[src/rtl/qracc_pkg.sv]
// rtl/qracc_pkg.sv - shared QRAcc types, arbiter defaults and round-robin helper
package qracc_pkg;

  localparam int numChannels    = 4;
  localparam int numRows        = 128;
  localparam int numCols        = 32;
  localparam int maxOutstanding = 4;

  typedef logic [$clog2(numChannels)-1:0] arb_chan_id_t;

  // Request/response bundles towards the SRAM macro controller
  typedef struct packed {
    logic                       rq_valid;
    logic                       rq_wr;
    logic [$clog2(numRows)-1:0] addr;
    logic [numCols-1:0]         wr_data;
  } to_sram_t;

  typedef struct packed {
    logic               rq_ready;
    logic               rd_valid;
    logic [numCols-1:0] rd_data;
  } from_sram_t;

  // Channel after g in round-robin order, wrapping at n
  function automatic int rr_next(int g, int n);
    return (g + 1 >= n) ? 0 : g + 1;
  endfunction

endpackage

[src/rtl/qracc_tag_fifo.sv]
// rtl/qracc_tag_fifo.sv - synchronous tag FIFO with underflow pulse
module qracc_tag_fifo #(
  parameter int WIDTH = 2,
  parameter int DEPTH = 4
) (
  input  logic             clk,
  input  logic             rst,
  input  logic             push_i,
  input  logic [WIDTH-1:0] data_i,
  input  logic             pop_i,
  output logic             full_o,
  output logic             empty_o,
  output logic [WIDTH-1:0] head_o,
  output logic             underflow_o
);

  localparam int PW = $clog2(DEPTH);

  logic [WIDTH-1:0] mem_q [DEPTH];
  logic [PW-1:0]    wr_q, rd_q;
  logic [PW:0]      cnt_q;
  logic             do_push, do_pop;

  assign empty_o     = (cnt_q == '0);
  assign full_o      = (cnt_q == (PW+1)'(DEPTH));
  assign head_o      = mem_q[rd_q];
  assign underflow_o = pop_i && empty_o;
  assign do_pop      = pop_i && !empty_o;
  // A push into a full FIFO only lands when a pop frees a slot the same cycle
  assign do_push     = push_i && (!full_o || do_pop);

  // Entry storage; contents are don't-care until written
  always_ff @(posedge clk) begin
    if (do_push) mem_q[wr_q] <= data_i;
  end

  // Pointers and occupancy
  always_ff @(posedge clk) begin
    if (rst) begin
      wr_q  <= '0;
      rd_q  <= '0;
      cnt_q <= '0;
    end else begin
      if (do_push) wr_q <= wr_q + 1'b1;
      if (do_pop)  rd_q <= rd_q + 1'b1;
      case ({do_push, do_pop})
        2'b10:   cnt_q <= cnt_q + 1'b1;
        2'b01:   cnt_q <= cnt_q - 1'b1;
        default: cnt_q <= cnt_q;
      endcase
    end
  end

endmodule

[src/rtl/qracc_sram_arbiter.sv]
// rtl/qracc_sram_arbiter.sv - N-channel round-robin SRAM front end; optional QRACC_ARB_LOCK_EN grant lock
module qracc_sram_arbiter #(
  parameter int numChannels    = qracc_pkg::numChannels,
  parameter int numRows        = qracc_pkg::numRows,
  parameter int numCols        = qracc_pkg::numCols,
  parameter int maxOutstanding = qracc_pkg::maxOutstanding
) (
  input  logic                                   clk,
  input  logic                                   rst,
  input  logic [numChannels-1:0]                 ch_rq_valid_i,
  input  logic [numChannels-1:0]                 ch_rq_wr_i,
  input  logic [numChannels*$clog2(numRows)-1:0] ch_addr_i,
  input  logic [numChannels*numCols-1:0]         ch_wr_data_i,
`ifdef QRACC_ARB_LOCK_EN
  input  logic [numChannels-1:0]                 ch_lock_i,
`endif
  output logic [numChannels-1:0]                 ch_rq_ready_o,
  output logic [numChannels-1:0]                 ch_rd_valid_o,
  output logic [numCols-1:0]                     ch_rd_data_o,
  output logic                                   sram_rq_valid_o,
  output logic                                   sram_rq_wr_o,
  output logic [$clog2(numRows)-1:0]             sram_addr_o,
  output logic [numCols-1:0]                     sram_wr_data_o,
  input  logic                                   sram_rq_ready_i,
  input  logic                                   sram_rd_valid_i,
  input  logic [numCols-1:0]                     sram_rd_data_i,
  output logic                                   err_o
);

  import qracc_pkg::*;

  localparam int AW = $clog2(numRows);
  localparam int CW = $clog2(numChannels);

  logic [numChannels-1:0] eligible, rd_valid_d, rd_valid_q;
  logic [CW-1:0]          ptr_q, ptr_d, gnt, fifo_head;
  logic [numCols-1:0]     rd_data_q;
  logic                   any_elig, accept, pop_ok, err_q;
  logic                   fifo_full, fifo_empty, fifo_underflow;
`ifdef QRACC_ARB_LOCK_EN
  logic                   lock_q, lock_d;
  logic [CW-1:0]          lock_ch_q, lock_ch_d;
`endif

  assign pop_ok = sram_rd_valid_i && !fifo_empty;

  // Eligibility: reads need a free tag slot (or one freed this cycle); a held lock masks everyone else
  always_comb begin
    eligible = '0;
    for (int i = 0; i < numChannels; i++) begin
      eligible[i] = ch_rq_valid_i[i] && (ch_rq_wr_i[i] || !fifo_full || pop_ok);
    end
`ifdef QRACC_ARB_LOCK_EN
    if (lock_q && ch_rq_valid_i[lock_ch_q]) begin
      for (int i = 0; i < numChannels; i++) begin
        if (CW'(i) != lock_ch_q) eligible[i] = 1'b0;
      end
    end
`endif
    if (rst) eligible = '0;
  end

  // Grant: first eligible channel at or after the pointer, wrapping around
  always_comb begin
    any_elig = 1'b0;
    gnt      = ptr_q;
    for (int k = 0; k < numChannels; k++) begin
      int idx;
      idx = int'(ptr_q) + k;
      if (idx >= numChannels) idx = idx - numChannels;
      if (!any_elig && eligible[idx]) begin
        any_elig = 1'b1;
        gnt      = CW'(idx);
      end
    end
  end

  assign accept          = any_elig && sram_rq_ready_i;
  assign sram_rq_valid_o = any_elig;
  assign sram_rq_wr_o    = any_elig && ch_rq_wr_i[gnt];
  assign sram_addr_o     = any_elig ? ch_addr_i[gnt*AW +: AW] : '0;
  assign sram_wr_data_o  = any_elig ? ch_wr_data_i[gnt*numCols +: numCols] : '0;

  // Ready is a pass-through of the slave ready, steered to the granted channel only
  always_comb begin
    ch_rq_ready_o = '0;
    for (int i = 0; i < numChannels; i++) begin
      ch_rq_ready_o[i] = accept && (gnt == CW'(i));
    end
  end

  // Next pointer (and lock state); a locked accept keeps the pointer on the holder
  always_comb begin
    ptr_d = ptr_q;
`ifdef QRACC_ARB_LOCK_EN
    lock_d    = lock_q;
    lock_ch_d = lock_ch_q;
    if (lock_q && !ch_rq_valid_i[lock_ch_q]) lock_d = 1'b0;
    if (accept) begin
      if (ch_lock_i[gnt]) begin
        lock_d    = 1'b1;
        lock_ch_d = gnt;
      end else begin
        lock_d = 1'b0;
        ptr_d  = CW'(rr_next(int'(gnt), numChannels));
      end
    end
`else
    if (accept) ptr_d = CW'(rr_next(int'(gnt), numChannels));
`endif
  end

  // One-hot response strobe for the channel at the head of the tag FIFO
  always_comb begin
    rd_valid_d = '0;
    for (int i = 0; i < numChannels; i++) begin
      rd_valid_d[i] = pop_ok && (fifo_head == CW'(i));
    end
  end

  qracc_tag_fifo #(
    .WIDTH (CW),
    .DEPTH (maxOutstanding)
  ) u_tag_fifo (
    .clk         (clk),
    .rst         (rst),
    .push_i      (accept && !ch_rq_wr_i[gnt]),
    .data_i      (gnt),
    .pop_i       (sram_rd_valid_i),
    .full_o      (fifo_full),
    .empty_o     (fifo_empty),
    .head_o      (fifo_head),
    .underflow_o (fifo_underflow)
  );

  // Registered state: pointer, response register and sticky error
  always_ff @(posedge clk) begin
    if (rst) begin
      ptr_q      <= '0;
      rd_valid_q <= '0;
      rd_data_q  <= '0;
      err_q      <= 1'b0;
`ifdef QRACC_ARB_LOCK_EN
      lock_q     <= 1'b0;
      lock_ch_q  <= '0;
`endif
    end else begin
      ptr_q      <= ptr_d;
      rd_valid_q <= rd_valid_d;
      if (pop_ok) rd_data_q <= sram_rd_data_i;
      err_q      <= err_q || fifo_underflow;
`ifdef QRACC_ARB_LOCK_EN
      lock_q     <= lock_d;
      lock_ch_q  <= lock_ch_d;
`endif
    end
  end

  assign ch_rd_valid_o = rd_valid_q;
  assign ch_rd_data_o  = rd_data_q;
  assign err_o         = err_q;

endmodule

[config.mk]
export PLATFORM = sky130hd
export DESIGN_NAME = qracc_sram_arbiter
export DESIGN_NICKNAME = d
export VERILOG_FILES = /design/src/rtl/qracc_pkg.sv /design/src/rtl/qracc_tag_fifo.sv /design/src/rtl/qracc_sram_arbiter.sv
export SDC_FILE = /design/constraint.sdc
export NUM_CORES = 1
export LEC_CHECK = 0
export ABC_AREA = 1
export CAP_MARGIN = 20
export CORE_MARGIN = 2
export CORE_UTILIZATION = 30
export DETAILED_ROUTE_END_ITERATION = 8
export DONT_BUFFER_PORTS = 1
export HOLD_SLACK_MARGIN = 0.08
export PLACE_DENSITY = 0.42
export SLEW_MARGIN = 30
export SYNTH_ARGS = -nofsm -noshare
export SYNTH_HDL_FRONTEND = slang
export SYNTH_SLANG_ARGS = --single-unit
[constraint.sdc]
create_clock -name clk -period 3.5 [get_ports clk]
set_input_delay 1.05 -clock clk [delete_from_list [all_inputs] [get_ports clk]]
set_output_delay 1.05 -clock clk [all_outputs]
set_load 0.05 [all_outputs]
== After elaboration in Yosys (flattened, before gate mapping) ==
Memory sizes are Yosys's and may differ from the RTL's. A register that Yosys moved wholly into a read port is not among the register bits.
Cells that the tools add are included.
Operators by class
  multiplexer cells: 35
  divide/modulo/power cells: 0
  multiply operators: 1
  add/subtract/negate cells: 12
  magnitude comparators: 10
  bitwise gates (word level): 0
  reduce and logical (&&, ||, !) cells: 41
  shift-type cells: 2
  eq/ne operators: 9
Operators by type and width (number)
  $mux 32: 5
  $lt 32x4->1 const B: 4
  $shiftx 128x8->32: 1
  $shiftx 28x6->7: 1
  $logic_and 1x1->1: 21
  $mux 1: 15
  $mux 2: 7
  $ge 3x3->1 const B: 4
  $sub 3x3->4 const B: 3
  $bmux 1 s2: 5
  $eq 2x2->1 const B: 5
  $logic_or 1x1->1: 10
  $mux 7: 1
  $add 2x1->3 const B: 2
  $add 2x2->3 const B: 2
  $eq 2x1->1 const B: 3
  $logic_not 1->1: 6
  $pmux 3 s2: 1
  $mul 2x3->5 const B: 1
  $add 2x1->2 const B: 2
  $logic_not 2->1: 2
  $mux 4: 1
  $sub 2x3->4 const B: 1
  $add 3x1->3 const B: 1
  other kinds (6): 6
Storage, ports and cells
  logic and storage cells: 118
  register bits: 46
  latch bits: 0
  ROM bits: 0
  RAM bits: 8
  memories: 1
Memory list
  u_tag_fifo.mem_q: words 4, width 2, rd ports 1, clocked after Yosys merged registers in 1, write ports 1, line qracc_tag_fifo.sv:19  | logic [WIDTH-1:0] mem_q [DEPTH];

== Depth between registers and ports, before layout ==
Gate-level depths: netlist of the first run.
  word-level depth: 26
  gate-level depth with buffers: 22
  mapped depth without buffers: 22

== Modules after synthesis ==
Synthesis of the first run repeated with hierarchy kept, for this count alone.
Second synthesis, totals
  cells, all modules: 746
  area, all modules: 4346.7 µm²
By module, submodules not included
  qracc_sram_arbiter: cells each 651, times used 1, area each 3520.9 µm², sequential area each 780.7 µm²
  qracc_tag_fifo: cells each 95, times used 1, area each 825.8 µm², sequential area each 420.4 µm²

== Worst setup path after synthesis of the first run ==
OpenSTA, ideal clock, no wires.
  kind: input -> output
  start point: input port sram_rd_valid_i
  end point: output port sram_wr_data_o[12]
  stages: 15
  data required time: 2.450 ns
  path slack: -0.670 ns
  data arrival time: 3.120 ns
  cells stage by stage: nor2_1 nand3_1 nand3_1 nand3_1 nand2_2 nand2_4 nor2_8 nand3_4 nand2_8 buf_12 buf_12 nor2_2 nor2_1 o21ai_1 a21oi_1
Between the ends
  cells in the longest elaborated chain, start to end: 19
  elaborated cells between the ends (all ways): 38
  those cells by class: shift (1); mux (22); reduce/logical (15)
RTL lines
  start: declaration: line qracc_sram_arbiter.sv:25  | input logic sram_rd_valid_i,
  $logic_and 1x1->1 *: line qracc_sram_arbiter.sv:45  | assign pop_ok = sram_rd_valid_i && !fifo_empty;
  $logic_or 1x1->1: line qracc_sram_arbiter.sv:51  | eligible[i] = ch_rq_valid_i[i] && (ch_rq_wr_i[i] || !fifo_full || pop_ok);
  $logic_and 1x1->1: line qracc_sram_arbiter.sv:51
  $mux 4 *: line qracc_sram_arbiter.sv:60  | if (rst) eligible = '0;
  $bmux 1 s2: line qracc_sram_arbiter.sv:71  | if (!any_elig && eligible[idx]) begin
  $mux 1 (implied by the code) (2 in series): line qracc_sram_arbiter.sv:71
  $mux 1: line qracc_sram_arbiter.sv:71
  $logic_not 1->1: line qracc_sram_arbiter.sv:71
  [... 2 more ...]
  $logic_not 1->1: line qracc_sram_arbiter.sv:71
  $logic_and 1x1->1: line qracc_sram_arbiter.sv:71
  $mux 1: line qracc_sram_arbiter.sv:71
  $logic_not 1->1: line qracc_sram_arbiter.sv:71
  $logic_and 1x1->1: line qracc_sram_arbiter.sv:71
  $mux 2: line qracc_sram_arbiter.sv:71
  $shiftx 128x8->32: line qracc_sram_arbiter.sv:82  | assign sram_wr_data_o = any_elig ? ch_wr_data_i[gnt*numCols +: numCols] : '0;
  $mux 32 *: line qracc_sram_arbiter.sv:82
  end: declaration: line qracc_sram_arbiter.sv:23  | output logic [numCols-1:0] sram_wr_data_o,
Every way passes the cells marked *; elsewhere a longest branch is shown, timed or not. The select of a mux whose other input is x is not followed.

== Worst setup path after layout of the first run ==
  start point: input port sram_rd_valid_i
  end point: output port sram_wr_data_o[9]
The elaborated chain is that of the path after synthesis.

==> results of run 1 <==
==> area by class of cell <==
type	instances	share of cell area (%)
clock inverter	3	0.313
tap	176	3.06
inverter	35	2.00
multi-input combinational	514	50.1
sequential	56	16.7
clock buffer	5	1.74
timing repair buffer	112	26.1
==> state kept, by name (all words and copies together), names as in the netlist, named ones only <==
register and flops:
ptr_q 2, u_tag_fifo.mem_q 8, u_tag_fifo.cnt_q 3, ch_rd_valid_o 4, ch_rd_data_o 32, u_tag_fifo.wr_q 2, u_tag_fifo.rd_q 2, err_o 1
==> synthesized netlist by cell type, types with 2 or more instances <==
cell | number | area share (%)
o21ai_0 | 97 | 12
nand3_4 | 2 | 0.88
ha_1 | 10 | 3.1
clkbuf_2 | 2 | 0.25
buf_12 | 2 | 1.0
nor2_2 | 10 | 1.6
clkbuf_1 | 13 | 1.2
buf_2 | 11 | 1.4
o21ai_1 | 21 | 2.6
nand2_2 | 5 | 0.78
inv_2 | 4 | 0.38
nand2_1 | 42 | 4.0
nor2_1 | 235 | 22
dfxtp_1 | 48 | 24
inv_1 | 31 | 2.9
nand3_1 | 26 | 3.3
a32oi_1 | 2 | 0.44
buf_4 | 6 | 1.1
a21oi_1 | 51 | 6.4
buf_1 | 4 | 0.38
nand4_1 | 2 | 0.31
edfxtp_1 | 8 | 6.0
==> worst max path at each step <==
stage                                 from            endpoint  slack, ns  depth (start not counted)
final                      sram_rd_valid_i   sram_wr_data_o[9]      -0.48                         14
after global routing       sram_rd_valid_i  sram_wr_data_o[30]      -0.58                         15
after CTS                  sram_rd_valid_i   sram_wr_data_o[5]      -0.41                         17
after detailed placement  ch_rq_valid_i[3]  sram_wr_data_o[30]      -0.44                         15
after global placement    ch_rq_valid_i[2]  sram_wr_data_o[30]      -0.44                         15
after floorplan            sram_rd_valid_i  sram_wr_data_o[12]      -0.25                         15
==> cell families after synthesis <==
kind of cell	share of synthesized area [%]
simple gates	35.0
xor+xnor	0.408
compound gates	21.9
buf+inv	8.95
fa+ha+maj	3.64
flops	30.1
==> through the flow <==
stage / TNS [ns] / cell area, sq um / util (%) / std cells
2_1_floorplan: -9.07 / 4640 / - / 642
3_3_place_gp: -16.58 / 5930 / 45.3 / 866
3_5_place_dp: -17.62 / 5930 / 45.3 / 866
4_1_cts: -15.28 / 6630 / 50.7 / 889
5_1_grt: -24.19 / 7190 / 54.9 / 901
6_report: -18.85 / 7190 / 54.9 / 901
==> critical path, delay by kind of cell <==
family | cells | cell delay [ns]
and+or+nand+nor | 9 | 1.04
buffers and inverters | 3 | 0.53
AOI/OAI and AO/OA | 2 | 0.28
==> per-layer routing <==
layer / GRT usage (%) / share of wire [%]
met1: 23.9 / 41
met2: 35.7 / 50
met3: 5.99 / 7.0
met4: 4.17 / 1.4
met5: 0 / 0
==> what timing repair did <==
action | CTS | global route
pin swaps | 16 | 41
gates cloned | 7 | 9
endpoints found under the hold margin | 0 | 0
setup buffers | 8 | 4
setup endpoints to repair | 46 | 46
resized for setup | 111 | 102
==> results.tsv, run 1 <==
metric	value	unit
outcome	finished, violations left	
violations	negative setup slack	
avgRoutedWirePerCell	17.5	um
rows	42	
grt_max_degree	42	
vias	4603	
multiInputGateArea	3600	sq um
grt_pass1_wl	23000	um
rr_endpoint	u_tag_fifo.cnt_q[2]	
grt.total_usage	20.1	%
grt_pass1_vias	4445	
synth_area_per_cell	6.21	sq um
ys_async_sr_fraction	0	%
min_path_cells	2	
critPathArrivalTime	2.93	ns
die_w	119	um
critPathMaxStageDelay	0.20	ns
rrSetupSlack	0.20	ns
mostFrequentLayoutCell	nor2_1	
synth_cell_types	32	
crit_chain	nor2_4 > nand3_2 > nand3_2 > nand3_2 > nand2_4 > nand4_1 > buf_4 > nand2_4 > nand2_8 > buf_12 > nor2_1 > o21ai_2 > a21oi_4 > buf_12	
path_common_cell	nand3_2	
clock_latency	0.29	ns
drive_above_1_share	47.2	%
relSlewSlack	64.6	%
portBuffers	0	
fin_crit_sh	114	%
startpoint_type	input pin	
start_util	30.5	%
cap_violations	0	
holdWs	0.466	ns
firstDrtPassIters	4	
fin_ws	-0.477	ns
finalSetupViolCount	46	
grt_overflow	0	
yosys_warnings	0	
htree_num_levels	2	
numClockSinks	56	
n_antenna_cell	0	
area_growth	80.3	%
final.min_clock_period	3.98	ns
pre_cts_ws	-0.440	ns
fp.dieH	119	um
cts_tree	done	
crit_required	2.45	ns
hold_start	u_tag_fifo.rd_q[1]	
critPathSlowestCell	buf_4	
yosysSeqAreaShare	30.1	%
die-area	14200	sq um
clkTransAtPathRegs	0.07	ns
clock.fmax	251	MHz
coreArea	13100	sq um
dp_hpwl	10900	um
worstSetupPathType	in2out	
viasPerCell	5.11	
rsz0062_at_grt	yes	
synth_edf_count	8	
n_fill_cell	1210	
wl	15800	um
drc	0	
rr_worst_depth	22	
hold_path.class	reg2reg	
finalHoldViolCount	0	
hold_buffers	0	
postSynthCellCount	642	
seq_area	1200	sq um
worst_slew_pin_slew	0.531	ns
synthFlopType	dfxtp_1	
path_max_fanout	8	
drtAntennaViolNets	0	
first_iter_violations	151	
gp_congestion	0.781	
cts_buffers	5	
final_cell_mix	nor2_1, buf_12, o21ai_2, dfxtp_1, nor2_2	
syn_nets	853	
worstSetupEndpointType	output port	
io_pins	282	
nets	935	
cts_root_buf	clkbuf_16	
fin_skew	0.00633	ns
netlist_area	3990	sq um
maxSlewViolCount	0	
antenna_found_initial	0	
cts_buffer_depth	2	
synth_seq_cells	56	
r2r-start	u_tag_fifo.cnt_q[0]	
Power of run 1 is left out: the tool's default activity adds up to more than one toggle a clock period on the data nets, which glitch-free logic cannot reach.
==> run 2, diff against run 1 <==
Settings changed: CORE_ASPECT_RATIO set to 0.6.
==> run 2 against run 1 <==
  * The run still ends with negative setup slack left
  * First-iteration DRC count rose by 68%
  * Critical path depth did not move
  * Register-to-register slack improved by 0.08 ns
  * Final area fell by 1.9%
  * Routed wire length fell by 1.7%
==> results.tsv, run 2 (synthesis gave the netlist of run 1 again) <==
metric	value	unit	change
io_pins	282		unchanged
critPathBufInv	4		+1
cap_violations	0		unchanged
cts_buffers	5		unchanged
drtAntennaViolNets	0		unchanged
start_util	30.9	%	+0.46 points
fin_skew	0.00840	ns	+0.00207 ns
startpoint_type	input pin		
nets	929		-0.64%
first_iter_violations	253		+68%
firstDrtPassIters	4		unchanged
grt_pass1_wl	23100	um	+0.45%
finalHoldViolCount	0		unchanged
clock_latency	0.30	ns	about the same
clkTransAtPathRegs	0.07	ns	about the same
outcome	finished, violations left		
tns	-19.39	ns	-0.539 ns
gp_congestion	0.846		+8.3%
violations	negative setup slack		
clock.fmax	250	MHz	-0.54%
htree_num_levels	2		unchanged
avgRoutedWirePerCell	17.5	um	-0.38%
viasPerCell	5.06		-0.94%
critPathSlowestCell	nand2_4		
final.min_clock_period	4.00	ns	+0.0215 ns
vias	4499		-2.3%
fin_ws	-0.498	ns	-0.0215 ns
portBuffers	0		unchanged
mostFrequentLayoutCell	nor2_1		
rows	32		-24%
rsz0062_at_grt	yes		
antenna_found_initial	0		unchanged
critical_path.top_delay_family	simple AND/OR/NAND/NOR gates		
largest_register_ffs	32		unchanged
post-route-util	54.7	%	-0.25 points
drc	0		unchanged
hold_buffers	0		unchanged
final_cell_mix	nor2_1, buf_12, dfxtp_1, nor2_2, o21ai_2		
dp_hpwl	11100	um	+2.1%
wl	15500	um	-1.7%
drive_above_1_share	46.0	%	-1.1 points
path_common_cell	nand3_2		
grt_pass1_vias	4366		-1.8%
critPathArrivalTime	2.95	ns	+0.02 ns
numClockSinks	56		unchanged
fin_crit_sh	114	%	+0.61 points
cts_root_buf	clkbuf_16		
coreArea	12900	sq um	-1.5%
cts_buffer_depth	2		unchanged
n_antenna_cell	0		unchanged
die_w	153	um	+28%
worstSetupEndpointType	output port		
hold_path.class	reg2reg		
crit_chain	nor2_4 > nand3_2 > nand3_2 > nand3_2 > nand2_4 > nand4_1 > nand2_4 > nand2_8 > inv_8 > buf_12 > buf_4 > o21ai_2 > a21oi_4 > buf_12		
relSlewSlack	48.3	%	-16 points
critPathMaxStageDelay	0.21	ns	about the same
grt_overflow	0		unchanged
grt_max_degree	37		-12%
area_growth	76.9	%	
die-area	14300	sq um	+0.22%
finalSetupViolCount	45		-2.2%
grt.total_usage	20.1	%	about the same
worstSetupPathType	in2out		
fp.dieH	93.3	um	-22%
path_max_fanout	25		+17
pre_cts_ws	-0.485	ns	-0.0457 ns
cts_tree	done		
worst_slew_pin_slew	0.774	ns	+0.244 ns
maxSlewViolCount	0		unchanged
crit_required	2.45	ns	about the same
## run 2: worst paths after layout
check / from / endpoint / slack [ns] / depth (start not counted)
worst max-delay path: sram_rd_valid_i / sram_wr_data_o[12] / -0.50 / 14
worst min register to register: u_tag_fifo.rd_q[0] / flip-flop / 0.48 / 1
worst max register to register: u_tag_fifo.cnt_q[0] / u_tag_fifo.cnt_q[2] / 0.28 / 22
worst min-delay path: u_tag_fifo.rd_q[0] / flip-flop / 0.48 / 1
## run 2: final cells by class
class / instances / area [sq um]
Clock buffer: 7 / 154
Clock inverter: 1 / 5.00
Fill cell: 1186 / 5840
Inverter: 35 / 144
Multi-Input combinational cell: 513 / 3580
Sequential cell: 56 / 1200
Tap cell: 170 / 213
Timing Repair Buffer: 107 / 1750
## run 2: per-layer routing
metal | part of all wire, % | vias up | GRT usage [%]
met1 | 45 | 2063 | 26.4
met5 | 0 | - | 0
li1 | - | 2254 | -
met4 | 0.99 | 0 | 3.47
met3 | 7.0 | 14 | 5.61
met2 | 47 | 168 | 33.6
## run 2: worst register-to-register path: stages (launching register included)
cell     delay [ns]
dfxtp_1        0.35
nor2_4         0.23
nand3_2        0.14
nand3_2        0.12
nand3_2        0.10
nand2_4        0.12
nand2_4        0.08
nor2_8         0.14
nand3_4        0.16
nand2_8        0.17
buf_12         0.17
nand2_4        0.06
nand2_4        0.07
nand2_4        0.06
buf_6          0.12
nand3_4        0.08
ha_4           0.13
inv_2          0.03
fa_2           0.36
a21oi_2        0.17
o21ai_2        0.08
o21ai_1        0.12
a21oi_1        0.06
## run 2: timing repair
item / 4_1_cts / 5_1_grt
setup buffers: 11 / 6
pin swaps: 21 / 50
endpoints found under the setup margin: 46 / 46
cloned: 7 / 5
resized for setup: 102 / 100
## run 2: per-stage QoR
| step | cells | area (sq um) | hold slack (ns) |
|---|---|---|---|
| finish | 889 | 7050 | 0.478 |
| global route | 889 | 7050 | 0.505 |
| CTS | 886 | 6660 | 0.476 |
| detailed placement | 861 | 6000 | 0.466 |
| global placement | 861 | 6000 | 0.458 |
| floorplan | 642 | 4640 | 0.436 |
Power of run 2 is left out for the same reason.
==> run 3, diff against run 2 <==
Settings changed: RECOVER_POWER set to 50.
==> run 3 against run 2 <==
  * The run still ends with negative setup slack left
  * Utilization is essentially flat
  * First-iteration DRC count is the same
  * Non-clock buffer count is the same
  * Clock-buffer cell count is the same
  * Register-to-register slack is essentially flat
  * Global-route usage is the same
  * Critical endpoint unchanged
==> results.tsv, run 3 (synthesis gave the netlist of run 1 again) <==
metric	value	unit	change
outcome	finished, violations left		
violations	negative setup slack		
nets	929		unchanged
multiInputGateArea	3580	sq um	unchanged
critPathMaxStageDelay	0.21	ns	about the same
portBuffers	0		unchanged
fin_ws	-0.501	ns	-0.00259 ns
cap_violations	0		unchanged
n_fill_cell	1187		+0.084%
grt_overflow	0		unchanged
numClockSinks	56		unchanged
hold_buffers	0		unchanged
die-area	14300	sq um	unchanged
path_max_fanout	25		unchanged
mostFrequentLayoutCell	nor2_1		
io_pins	282		unchanged
clock.fmax	250	MHz	about the same
gp_congestion	0.846		unchanged
grt_pass1_wl	23100	um	unchanged
drc	0		unchanged
viasPerCell	5.06		about the same
grt_pass1_vias	4366		unchanged
maxSlewViolCount	0		unchanged
finalHoldViolCount	0		unchanged
first_iter_violations	253		unchanged
path_common_cell	nand3_2		
drive_above_1_share	45.9	%	-0.14 points
relSlewSlack	20.6	%	-28 points
critPathArrivalTime	2.95	ns	about the same
dp_hpwl	11100	um	unchanged
worstSetupEndpointType	output port		
vias	4498		-0.022%
seq_area	1200	sq um	unchanged
fin_crit_sh	114	%	about the same
grt_max_degree	37		unchanged
wl	15500	um	about the same
clock_latency	0.30	ns	about the same
antenna_found_initial	0		unchanged
largest_register_ffs	32		unchanged
rows	32		unchanged
post-route-util	54.7	%	about the same
worstSetupPathType	in2out		
final.min_clock_period	4.00	ns	+0.00259 ns
cts_root_buf	clkbuf_16		
startpoint_type	input pin		
drtAntennaViolNets	0		unchanged
die_w	153	um	unchanged
hold_path.class	reg2reg		
clkTransAtPathRegs	0.07	ns	about the same
final_cell_mix	nor2_1, buf_12, dfxtp_1, nor2_2, o21ai_2		
critPathBufInv	4		unchanged
finalSetupViolCount	45		unchanged
area_growth	76.8	%	about the same
crit_required	2.45	ns	about the same
fp.dieH	93.3	um	unchanged
htree_num_levels	2		unchanged
cts_tree	done		
cts_buffer_depth	2		unchanged
coreArea	12900	sq um	unchanged
crit_chain	nor2_4 > nand3_2 > nand3_2 > nand3_2 > nand2_4 > nand4_1 > nand2_4 > nand2_8 > inv_8 > buf_12 > buf_4 > o21ai_2 > a21oi_4 > buf_12		
firstDrtPassIters	4		unchanged
avgRoutedWirePerCell	17.5	um	about the same
n_antenna_cell	0		unchanged
start_util	30.9	%	unchanged
critical_path.top_delay_family	simple AND/OR/NAND/NOR gates		
cts_buffers	5		unchanged
grt.total_usage	20.1	%	unchanged
critPathSlowestCell	nand2_4		
fin_skew	0.00843	ns	+0.0000297 ns
rsz0062_at_grt	yes		
worst_slew_pin_slew	1.19	ns	+0.416 ns
## run 3: changes by cell type in the layout (fill, tap and decap cells not counted)
cell and change:
buf_4 -1, clkbuf_1 +1
## run 3: routing by layer
| metal | routed length, um | up-vias | GRT usage (%) | part of all wire, % |
|---|---|---|---|---|
| met4 | 153 | 0 | 3.47 | 0.99 |
| met2 | 7360 | 168 | 33.6 | 47 |
| met5 | 0 | - | 0 | 0 |
| met3 | 1110 | 14 | 5.61 | 7.2 |
| li1 | - | 2254 | - | - |
| met1 | 6900 | 2062 | 26.4 | 44 |
## run 3: worst register-to-register path, stage by stage, from the launching register on
cell,delay [ns]
dfxtp_1,0.35
nor2_4,0.23
nand3_2,0.14
nand3_2,0.12
nand3_2,0.10
nand2_4,0.12
nand2_4,0.08
nor2_8,0.14
nand3_4,0.16
nand2_8,0.17
buf_12,0.17
nand2_4,0.06
nand2_4,0.07
nand2_4,0.06
buf_6,0.12
nand3_4,0.08
ha_4,0.13
inv_2,0.03
fa_2,0.36
a21oi_2,0.17
o21ai_2,0.08
o21ai_1,0.12
a21oi_1,0.06
## run 3: stage by stage
step / setup TNS, ns / worst slack (ns) / hold slack, ns / cell area, sq um / cells
final: -19.38 / -0.501 / 0.478 / 7050 / 889
after global routing: -24.40 / -0.597 / 0.505 / 7050 / 889
after CTS: -16.58 / -0.429 / 0.476 / 6660 / 886
after detailed placement: -18.68 / -0.485 / 0.466 / 6000 / 861
after global placement: -16.07 / -0.432 / 0.458 / 6000 / 861
after floorplan: -9.07 / -0.247 / 0.436 / 4640 / 642
## run 3: final timing paths
path,endpoint,slack [ns],from,cells past startpoint
min reg2reg,flip-flop,0.48,u_tag_fifo.rd_q[0],1
max reg2reg,u_tag_fifo.cnt_q[2],0.28,u_tag_fifo.cnt_q[0],22
max,sram_wr_data_o[12],-0.50,sram_rd_valid_i,14
min,flip-flop,0.48,u_tag_fifo.rd_q[0],1
## run 3: area by class of cell
cell class                 instances  share of cell area (%)
clock buffer                       7                    2.18
clock inverter                     1                  0.0710
timing repair buffer             107                    24.8
sequential                        56                    17.0
tap                              170                    3.02
inverter                          35                    2.04
multi-input combinational        513                    50.9
## run 3: timing repair
action	in CTS	in global routing
pin swaps	21	50
buffers inserted	11	6
gates cloned	7	5
hold endpoints to repair	0	0
endpoints found under the setup margin	46	46
gates resized for setup	102	100
Power of run 3 is left out for the same reason.
